## config.mk

```make
export PLATFORM = sky130hd
export DESIGN_NAME = uart_link_ctrl
export DESIGN_NICKNAME = d
export VERILOG_FILES = /design/src/rtl/uart_link_ctrl_pkg.sv /design/src/rtl/uart_link_ctrl_rx_fifo.sv /design/src/rtl/uart_link_ctrl.sv
export SDC_FILE = /design/constraint.sdc
export NUM_CORES = 1
export LEC_CHECK = 0
export CORE_ASPECT_RATIO = 0.9
export CORE_MARGIN = 1
export CORE_UTILIZATION = 47
export CTS_CLUSTER_DIAMETER = 60
export CTS_CLUSTER_SIZE = 16
export DETAILED_ROUTE_END_ITERATION = 7
export PLACE_DENSITY = 0.75
export SLEW_MARGIN = 25
export SYNTH_ARGS = -nofsm -noshare
export SYNTH_HDL_FRONTEND = slang
export SYNTH_SLANG_ARGS = --single-unit
```

## constraint.sdc

```tcl
create_clock -name BRclk -period 2.03 [get_ports BRclk]
set_input_delay 0.406 -clock BRclk [delete_from_list [all_inputs] [get_ports BRclk]]
set_output_delay 0.406 -clock BRclk [all_outputs]
set_load 0.05 [all_outputs]
```

## src/rtl/uart_link_ctrl_pkg.sv

```systemverilog
// Shared definitions for the UART link controller: TX sequencer state
// encodings, arbitration grant encodings, the transmitter busy timeout and
// the round-robin grant selection.
package uart_link_ctrl_pkg;

  typedef enum logic [1:0] {
    IDLE      = 2'd0,
    LAUNCH    = 2'd1,
    WAIT_BUSY = 2'd2,
    WAIT_DONE = 2'd3
  } tx_state_t;

  typedef enum logic {
    GNT_CPU  = 1'b0,
    GNT_ECHO = 1'b1
  } grant_t;

  // Cycles spent in WAIT_BUSY before the byte is assumed sent.
  localparam int BUSY_TIMEOUT = 4;
  localparam int TIMEOUT_W    = 2;

  // Round-robin choice: on a tie the requester not granted last wins.
  function automatic grant_t pick_grant(input logic cpu_req,
                                        input logic echo_req,
                                        input grant_t last);
    if (cpu_req && echo_req) return (last == GNT_ECHO) ? GNT_CPU : GNT_ECHO;
    else if (cpu_req)        return GNT_CPU;
    else                     return GNT_ECHO;
  endfunction

endpackage

```

## src/rtl/uart_link_ctrl_rx_fifo.sv

```systemverilog
// uart_rx_fifo: circular receive buffer between the UART receiver and the CPU.
// Ports:
//   clk, reset        clock, asynchronous active-low reset
//   push, push_data   store a received byte
//   pop               remove the head byte (ignored when empty)
//   clr_overrun       clears the sticky overrun flag (wins over a set)
//   head              head byte, 0 when empty
//   count             occupancy 0..FIFO_DEPTH
//   overrun           sticky flag: a byte was dropped while full
module uart_rx_fifo
  import uart_link_ctrl_pkg::*;
#(
  parameter int FIFO_DEPTH = 4,
  parameter int PTR_W      = 2
) (
  input  logic             clk,
  input  logic             reset,
  input  logic             push,
  input  logic [7:0]       push_data,
  input  logic             pop,
  input  logic             clr_overrun,
  output logic [7:0]       head,
  output logic [PTR_W:0]   count,
  output logic             overrun
);

  localparam logic [PTR_W:0] FULL_CNT = (PTR_W + 1)'(FIFO_DEPTH);

  logic [7:0]       mem [FIFO_DEPTH];
  logic [PTR_W-1:0] rd_ptr;
  logic [PTR_W-1:0] wr_ptr;
  logic             empty;
  logic             full;
  logic             do_pop;
  logic             do_push;

  assign empty   = (count == '0);
  assign full    = (count == FULL_CNT);
  assign do_pop  = pop && !empty;
  // A pop in the same cycle frees the slot, so a push at full still fits.
  assign do_push = push && (!full || do_pop);

  assign head = empty ? 8'h00 : mem[rd_ptr];

  always_ff @(posedge clk or negedge reset) begin
    if (!reset) begin
      rd_ptr  <= '0;
      wr_ptr  <= '0;
      count   <= '0;
      overrun <= 1'b0;
    end else begin
      if (do_push) wr_ptr <= wr_ptr + 1'b1;
      if (do_pop)  rd_ptr <= rd_ptr + 1'b1;
      if (do_push && !do_pop)      count <= count + 1'b1;
      else if (!do_push && do_pop) count <= count - 1'b1;
      if (clr_overrun)            overrun <= 1'b0;
      else if (push && !do_push)  overrun <= 1'b1;
    end
  end

  // Storage carries no reset; occupancy alone decides what is visible.
  always_ff @(posedge clk) begin
    if (do_push) mem[wr_ptr] <= push_data;
  end

endmodule

```

## src/rtl/uart_link_ctrl.sv

```systemverilog
// uart_link_ctrl: receive buffering, optional echo and round-robin sharing of
// the UART transmitter between the CPU and the echo path. Clocked by the 16x
// baud clock BRclk.
// Ports:
//   BRclk, reset               clock, asynchronous active-low reset
//   rx_status, rx_data         byte strobe and byte from the receiver
//   echo_en                    queue received bytes for echo
//   cpu_rd                     pop the RX FIFO head
//   rx_head, rx_count          FIFO head byte (0 when empty) and occupancy
//   rx_overrun, clr_overrun    sticky drop flag and its clear
//   cpu_tx_req, cpu_tx_data    CPU transmit request and byte
//   cpu_tx_ack                 pulse when the CPU byte is launched
//   tx_en, tx_data             launch pulse and byte to the transmitter
//   tx_busy                    transmitter busy level
module uart_link_ctrl
  import uart_link_ctrl_pkg::*;
#(
  parameter int FIFO_DEPTH = 4,
  parameter int PTR_W      = 2
) (
  input  logic             BRclk,
  input  logic             reset,
  input  logic             rx_status,
  input  logic [7:0]       rx_data,
  input  logic             echo_en,
  input  logic             cpu_rd,
  output logic [7:0]       rx_head,
  output logic [PTR_W:0]   rx_count,
  output logic             rx_overrun,
  input  logic             clr_overrun,
  input  logic             cpu_tx_req,
  input  logic [7:0]       cpu_tx_data,
  output logic             cpu_tx_ack,
  output logic             tx_en,
  output logic [7:0]       tx_data,
  input  logic             tx_busy
);

  tx_state_t            state;
  grant_t               last_grant;
  grant_t               sel;
  logic                 echo_valid;
  logic [7:0]           echo_byte;
  logic [TIMEOUT_W-1:0] wait_cnt;
  logic                 echo_clear;
  logic                 echo_load;

  uart_rx_fifo #(
    .FIFO_DEPTH (FIFO_DEPTH),
    .PTR_W      (PTR_W)
  ) u_rx_fifo (
    .clk         (BRclk),
    .reset       (reset),
    .push        (rx_status),
    .push_data   (rx_data),
    .pop         (cpu_rd),
    .clr_overrun (clr_overrun),
    .head        (rx_head),
    .count       (rx_count),
    .overrun     (rx_overrun)
  );

  // The echo slot empties on an echo launch; a byte arriving in that very
  // cycle takes the slot instead of being dropped.
  assign echo_clear = (state == LAUNCH) && (sel == GNT_ECHO);
  assign echo_load  = rx_status && echo_en && (!echo_valid || echo_clear);

  always_ff @(posedge BRclk or negedge reset) begin
    if (!reset) begin
      state      <= IDLE;
      last_grant <= GNT_ECHO;
      sel        <= GNT_CPU;
      echo_valid <= 1'b0;
      echo_byte  <= 8'h00;
      wait_cnt   <= '0;
      tx_en      <= 1'b0;
      tx_data    <= 8'h00;
      cpu_tx_ack <= 1'b0;
    end else begin
      tx_en      <= 1'b0;
      cpu_tx_ack <= 1'b0;

      if (echo_load) begin
        echo_valid <= 1'b1;
        echo_byte  <= rx_data;
      end else if (echo_clear) begin
        echo_valid <= 1'b0;
      end

      case (state)
        IDLE: begin
          if (cpu_tx_req || echo_valid) begin
            sel   <= pick_grant(cpu_tx_req, echo_valid, last_grant);
            state <= LAUNCH;
          end
        end
        LAUNCH: begin
          tx_en      <= 1'b1;
          tx_data    <= (sel == GNT_CPU) ? cpu_tx_data : echo_byte;
          cpu_tx_ack <= (sel == GNT_CPU);
          last_grant <= sel;
          wait_cnt   <= '0;
          state      <= WAIT_BUSY;
        end
        WAIT_BUSY: begin
          // A transmitter that never reports busy is treated as done.
          if (tx_busy)
            state <= WAIT_DONE;
          else if (wait_cnt == TIMEOUT_W'(BUSY_TIMEOUT - 1))
            state <= IDLE;
          else
            wait_cnt <= wait_cnt + 1'b1;
        end
        WAIT_DONE: begin
          if (!tx_busy) state <= IDLE;
        end
        default: state <= IDLE;
      endcase
    end
  end

endmodule

```

# [Word level (Yosys, flattened, before mapping)]
# Memory sizes are Yosys's and may differ from the RTL's.
# Index checks and enable logic that the tools add are counted.
[word_totals] register_bits=33 latchBits=0 ram_bits=32 rom_bits=0 word_cells=79 memories=1
[memory_table] name="u_rx_fifo.mem" words=4 word_bits=8 read_ports=1 rd_ports_with_merged_regs=0 write_ports=1 line_no="uart_link_ctrl_rx_fifo.sv:29" text="logic [7:0] mem [FIFO_DEPTH];"
[op_classes] n_addsub=5 mul=0 n_div=0 n_lt_le_gt_ge=0 n_eq_ne=10 shift=0 mux=23 bitwise_logic=1 reduce_logical=26
[ops] op="8-bit 2-to-1 mux" count=2
[ops] op="2-bit 2-to-1 mux" count=6
[ops] op="1-bit 2-to-1 mux" count=11
[ops] op="1-bit logical AND" count=9
[ops] op="2-bit != test (second input constant)" count=4
[ops] op="2-bit one-hot mux with 4 select lines" count=1
[ops] op="2-bit nonzero test" count=4
[ops] op="2-bit by 1-bit adder with 2-bit output (second input constant)" count=3
[ops] op="2-bit equality test (second input constant)" count=3
[ops] op="3-bit 2-to-1 mux" count=2
[ops] op="3-bit AND reduction" count=2
[ops] op="1-bit logical NOT" count=5
[ops] op="2-bit one-hot mux with 2 select lines" count=1
[ops] op="3-bit by 1-bit adder with 3-bit output (second input constant)" count=1
[ops] op="3-bit equality test (second input constant)" count=1
[ops] op="3-bit logical NOT" count=1
[ops] op="1-bit logical OR" count=3
[ops] op="3-bit != test (second input constant)" count=1
[ops] op="3-bit by 1-bit subtractor with 3-bit output (second input constant)" count=1
[ops] op="2-bit by 1-bit equality test with 1-bit output (second input constant)" count=1
[ops] op="2-bit logical NOT" count=1
[ops] op="2-bit AND reduction" count=1
[ops] op="1-bit NOT" count=1

# [Longest topological paths before layout]
[depth] ltp_word=9 mapped_depth=9 depth_no_buf=8

# [By module]
# Synthesis repeated with hierarchy kept, for this count alone.
[hier_totals] cells_unflattened=181 area_unflattened_um2=2756.4
[modules_own_cells] module="uart_rx_fifo" n_inst=1 cells_per_inst=89 area_each_um2=1682.9
[modules_own_cells] module="uart_link_ctrl" n_inst=1 cells_per_inst=92 area_each_um2=1073.5

# [Least setup slack after synthesis]
# OpenSTA, ideal clock, no wires.
[synth_path] path_kind="register to register" startpoint="register u_rx_fifo.count[1]" endpoint="register u_rx_fifo.count[2]" setup_time_ns=0.082 t_arrival_ns=2.208 path_slack_ns=-0.260 stages_incl_launch_ff=10 path_buffers=1 synth_period_minus_slack_ns=2.290 path_cell_list="dfrtp_1 -> or3_1 -> buf_2 -> nand2_1 -> ha_1 -> inv_1 -> fa_1 -> xor2_1 -> nor2_1 -> xor2_1"
[synth_between] elab_chain_cells=8 elab_cells_between_ends=16 cone_classes="add/sub (2); eq/ne (1); mux (2); reduce/logical (11)"
[synth_lines] item="start: declaration" line_no="uart_link_ctrl_rx_fifo.sv:23" text="output logic [PTR_W:0] count,"
[synth_lines] item="start signal: assignment" line_no="uart_link_ctrl_rx_fifo.sv:54" text="if (do_push && !do_pop) count <= count + 1'b1;"
[synth_lines] item="start signal: assignment" line_no="uart_link_ctrl_rx_fifo.sv:55" text="else if (!do_push && do_pop) count <= count - 1'b1;"
[synth_lines] item="parallel branches: the longest is 8 deep, another holds 3-bit by 1-bit subtractor with 3-bit output"
# Several ways; the timed one is not identified. The select of a mux whose other input is x is not followed.
# A chain may end at the register's enable or synchronous reset.

# [Worst setup path after layout]
[layout_path] startpoint="register u_rx_fifo.rd_ptr[0]" endpoint="output rx_head[3]"
[layout_between] elab_chain_cells=2
[layout_lines] item="start: declaration" line_no="uart_link_ctrl_rx_fifo.sv:30" text="logic [PTR_W-1:0] rd_ptr;"
[layout_lines] item="start signal: assignment" line_no="uart_link_ctrl_rx_fifo.sv:53" text="if (do_pop) rd_ptr <= rd_ptr + 1'b1;"
[layout_lines] item="memory read 4 x 8 bit"
[layout_lines] item="8-bit 2-to-1 mux" line_no="uart_link_ctrl_rx_fifo.sv:43" text="assign head = empty ? 8'h00 : mem[rd_ptr];"
[layout_lines] item="end: declaration" line_no="uart_link_ctrl.sv:27" text="output logic [7:0] rx_head,"
# Every way passes these cells.

==> results.cfg <==
[finish]
mostFrequentLayoutCells = clkdlybuf4s50_1 (34), edfxtp_1 (32), dfrtp_1 (29)
mostFrequentLayoutCell = clkdlybuf4s50_1
n_antenna_cell = 0
drive_above_1_share_pct = 30.2
area_delta_synth_final_pct = 31.8
fin_area_um2 = 3620
fin_nets = 274

[job]
cap_violations = 0

[place]
placed_cell_area_um2 = 3330
routabilityCongestion = 0.727
portBuffers = 45
preCtsSetupSlack_ns = -0.354
hpwl_um = 3510

[status]
status = finished with violations
violations = negative setup slack

[cts]
cts_root_buf = clkbuf_8
cts_buffers = 9
clock_sinks = 65
cts_buffer_depth = 2
cts_tree = built
clk_pin_slew_ns = 0.06
h-tree-depth = 3
clk_latency_ns = 0.32

[floorplanning]
ios = 46
rows = 26
die_w_um = 82.6
initial_core_util_pct = 48.6
core_um2 = 5660
design.die.area_um2 = 6160
die_h_um = 74.6

[grt]
antenna_found_initial = 0
grt_max_degree = 34
grt_pass1_vias = 1614
grt_pass1_wl_um = 7860
grt_use_total_pct = 18.5
grt-ovfl-total = 0

[synthesis]
syn_nets = 211
async_flop_share_pct = 50.8
yosysSeqAreaShare_pct = 65.0
synth-main-ff-cell = edfxtp_1
netlist_instances = 180
syn_avg_cell_area_um2 = 15.3
yosysTopAreaCellShare_pct = 35.0
synth_edf_count = 32
yosysTopAreaCell = edfxtp_1
netlist_area_um2 = 2750
synth.distinct_cells = 33
ys_top_cells_by_area = edfxtp_1 (35%), dfrtp_1 (29%), mux4_2 (6.6%), mux2_2 (3.7%), mux2i_1 (2.9%)
yosysWarnings = 0
synth-seq-cells = 65

[critical_path]
critPathMaxFanout = 5
worstPathRequired_ns = 1.62
worstPathArrival_ns = 1.65
crit_path_end_kind = output pin
startpoint_type = flip-flop
critPathKind = flip-flop to output pin

[timing]
fin_crit_ns = 2.06
period_share_pct = 101
fmax_ghz = 0.486
timing.hold.ws_ns = 0.470
finalHoldViolCount = 0
worst_pin_slew_ns = 0.663
setup_ws_ns = -0.0280
slew_violations = 0
skew_ns = 0.00526
rsz0062_at_grt = yes
totalNegativeSetupSlack_ns = -0.154
slew-limit-headroom_pct = 55.8
finalSetupViolCount = 8

[routing]
drt_iter0_drc = 75
routedWlPerCell_um = 15.4
drc = 0
ant_nets = 0
via_per_inst = 4.94
drtPass1Iterations = 4
routed_wl_um = 4890
vias = 1571

[power]
irDropWorstVdd_mv = 0.989
power_density_nw_per_um2 = 1710
leakage_nw = 1.51
power_w = 0.00619

[hold_path]
hp-class = flip-flop to flip-flop
cells in the mapped netlist (2+ instances only):
library cell and instances:
ha_1 6, buf_6 2, nor2_1 7, xor2_1 2, mux2_2 9, a21oi_1 2
mux2i_1 8, buf_2 2, a22o_1 3, mux4_2 8, dfrtp_1 32, edfxtp_1 32
inv_1 4, nand2_1 18, xnor2_1 4, and2_1 12, nor2b_1 2, clkbuf_1 3
o21ai_0 9, buf_4 2
logic make-up (layout without fill, tap and decap cells):
group / after synthesis / after routing / share of synthesized area [%]
flip-flops: 65 / 65 / 65.0
AND/OR/NAND/NOR: 45 / 45 / 8.74
multiplexers: 26 / 26 / 13.7
adder cells (fa/ha/maj): 7 / 7 / 3.46
XOR/XNOR: 6 / 6 / 1.91
buffers and inverters: 13 / 81 / 2.69
AO/OA/AOI/OAI: 18 / 18 / 4.46
final timing paths:
check                                    start            endpoint  slack (ns)  cells after the start
max                        u_rx_fifo.rd_ptr[0]          rx_head[3]       -0.03                      4
min                                 last_grant          last_grant        0.47                      2
max reg2reg                 u_rx_fifo.count[1]  u_rx_fifo.count[1]        0.10                      6
min reg2reg                         last_grant          last_grant        0.47                      2
max in group asynchronous                reset          last_grant        1.23                      2
min in group asynchronous                reset          tx_data[3]        0.48                      2
per-stage QoR:
stage / cells / utilization (%)
floorplan: 180 / -
global placement: 298 / 58.8
detailed placement: 298 / 58.8
CTS: 317 / 63.7
global route: 318 / 64.0
finish: 318 / 64.0
power by group:
part / switching, W / total, W / internal (W)
logic: 0.00164 / 0.00313 / 0.00149
registers: 0.000334 / 0.00219 / 0.00185
clock network: 0.000438 / 0.000867 / 0.000429
total: 0.00242 / 0.00619 / 0.00377
layer usage:
metal / global-route usage (%) / wire [µm]
met1: 23.2 / 2250
met2: 29.8 / 2400
met3: 6.63 / 208
met4: 6.90 / 37
met5: 0 / 0
sequential cells by signal, summed over array words and instances (netlist names):
register           flops
echo_valid             1
u_rx_fifo.rd_ptr       2
cpu_tx_ack             1
tx_data                8
tx_en                  1
sel                    1
echo_byte              8
u_rx_fifo.wr_ptr       2
last_grant             1
u_rx_fifo.overrun      1
wait_cnt               2
u_rx_fifo.count        3
state                  2
u_rx_fifo.mem         32
cell type report:
class / instances / area, µm²
clock buffers: 11 / 131
flip-flops and latches: 65 / 1790
fillers: 421 / 2040
well taps: 70 / 87.6
multi-input cells: 102 / 950
inverters: 4 / 15.0
repair buffers: 61 / 626
clock inverters: 5 / 22.5
timing repair:
item	4_1_cts	5_1_grt
resized for setup	29	4
pin swaps	7	2
hold endpoints to repair	0	0
setup buffers	3	1
setup endpoints to repair	10	11
hold buffers	0	0
critical path, stage by stage, from the launching register on:
cell     delay (ns)
dfrtp_1        0.38
buf_6          0.15
mux4_2         0.50
and2_4         0.16
buf_8          0.14
Note: power is estimated with default switching activity, not from simulation.
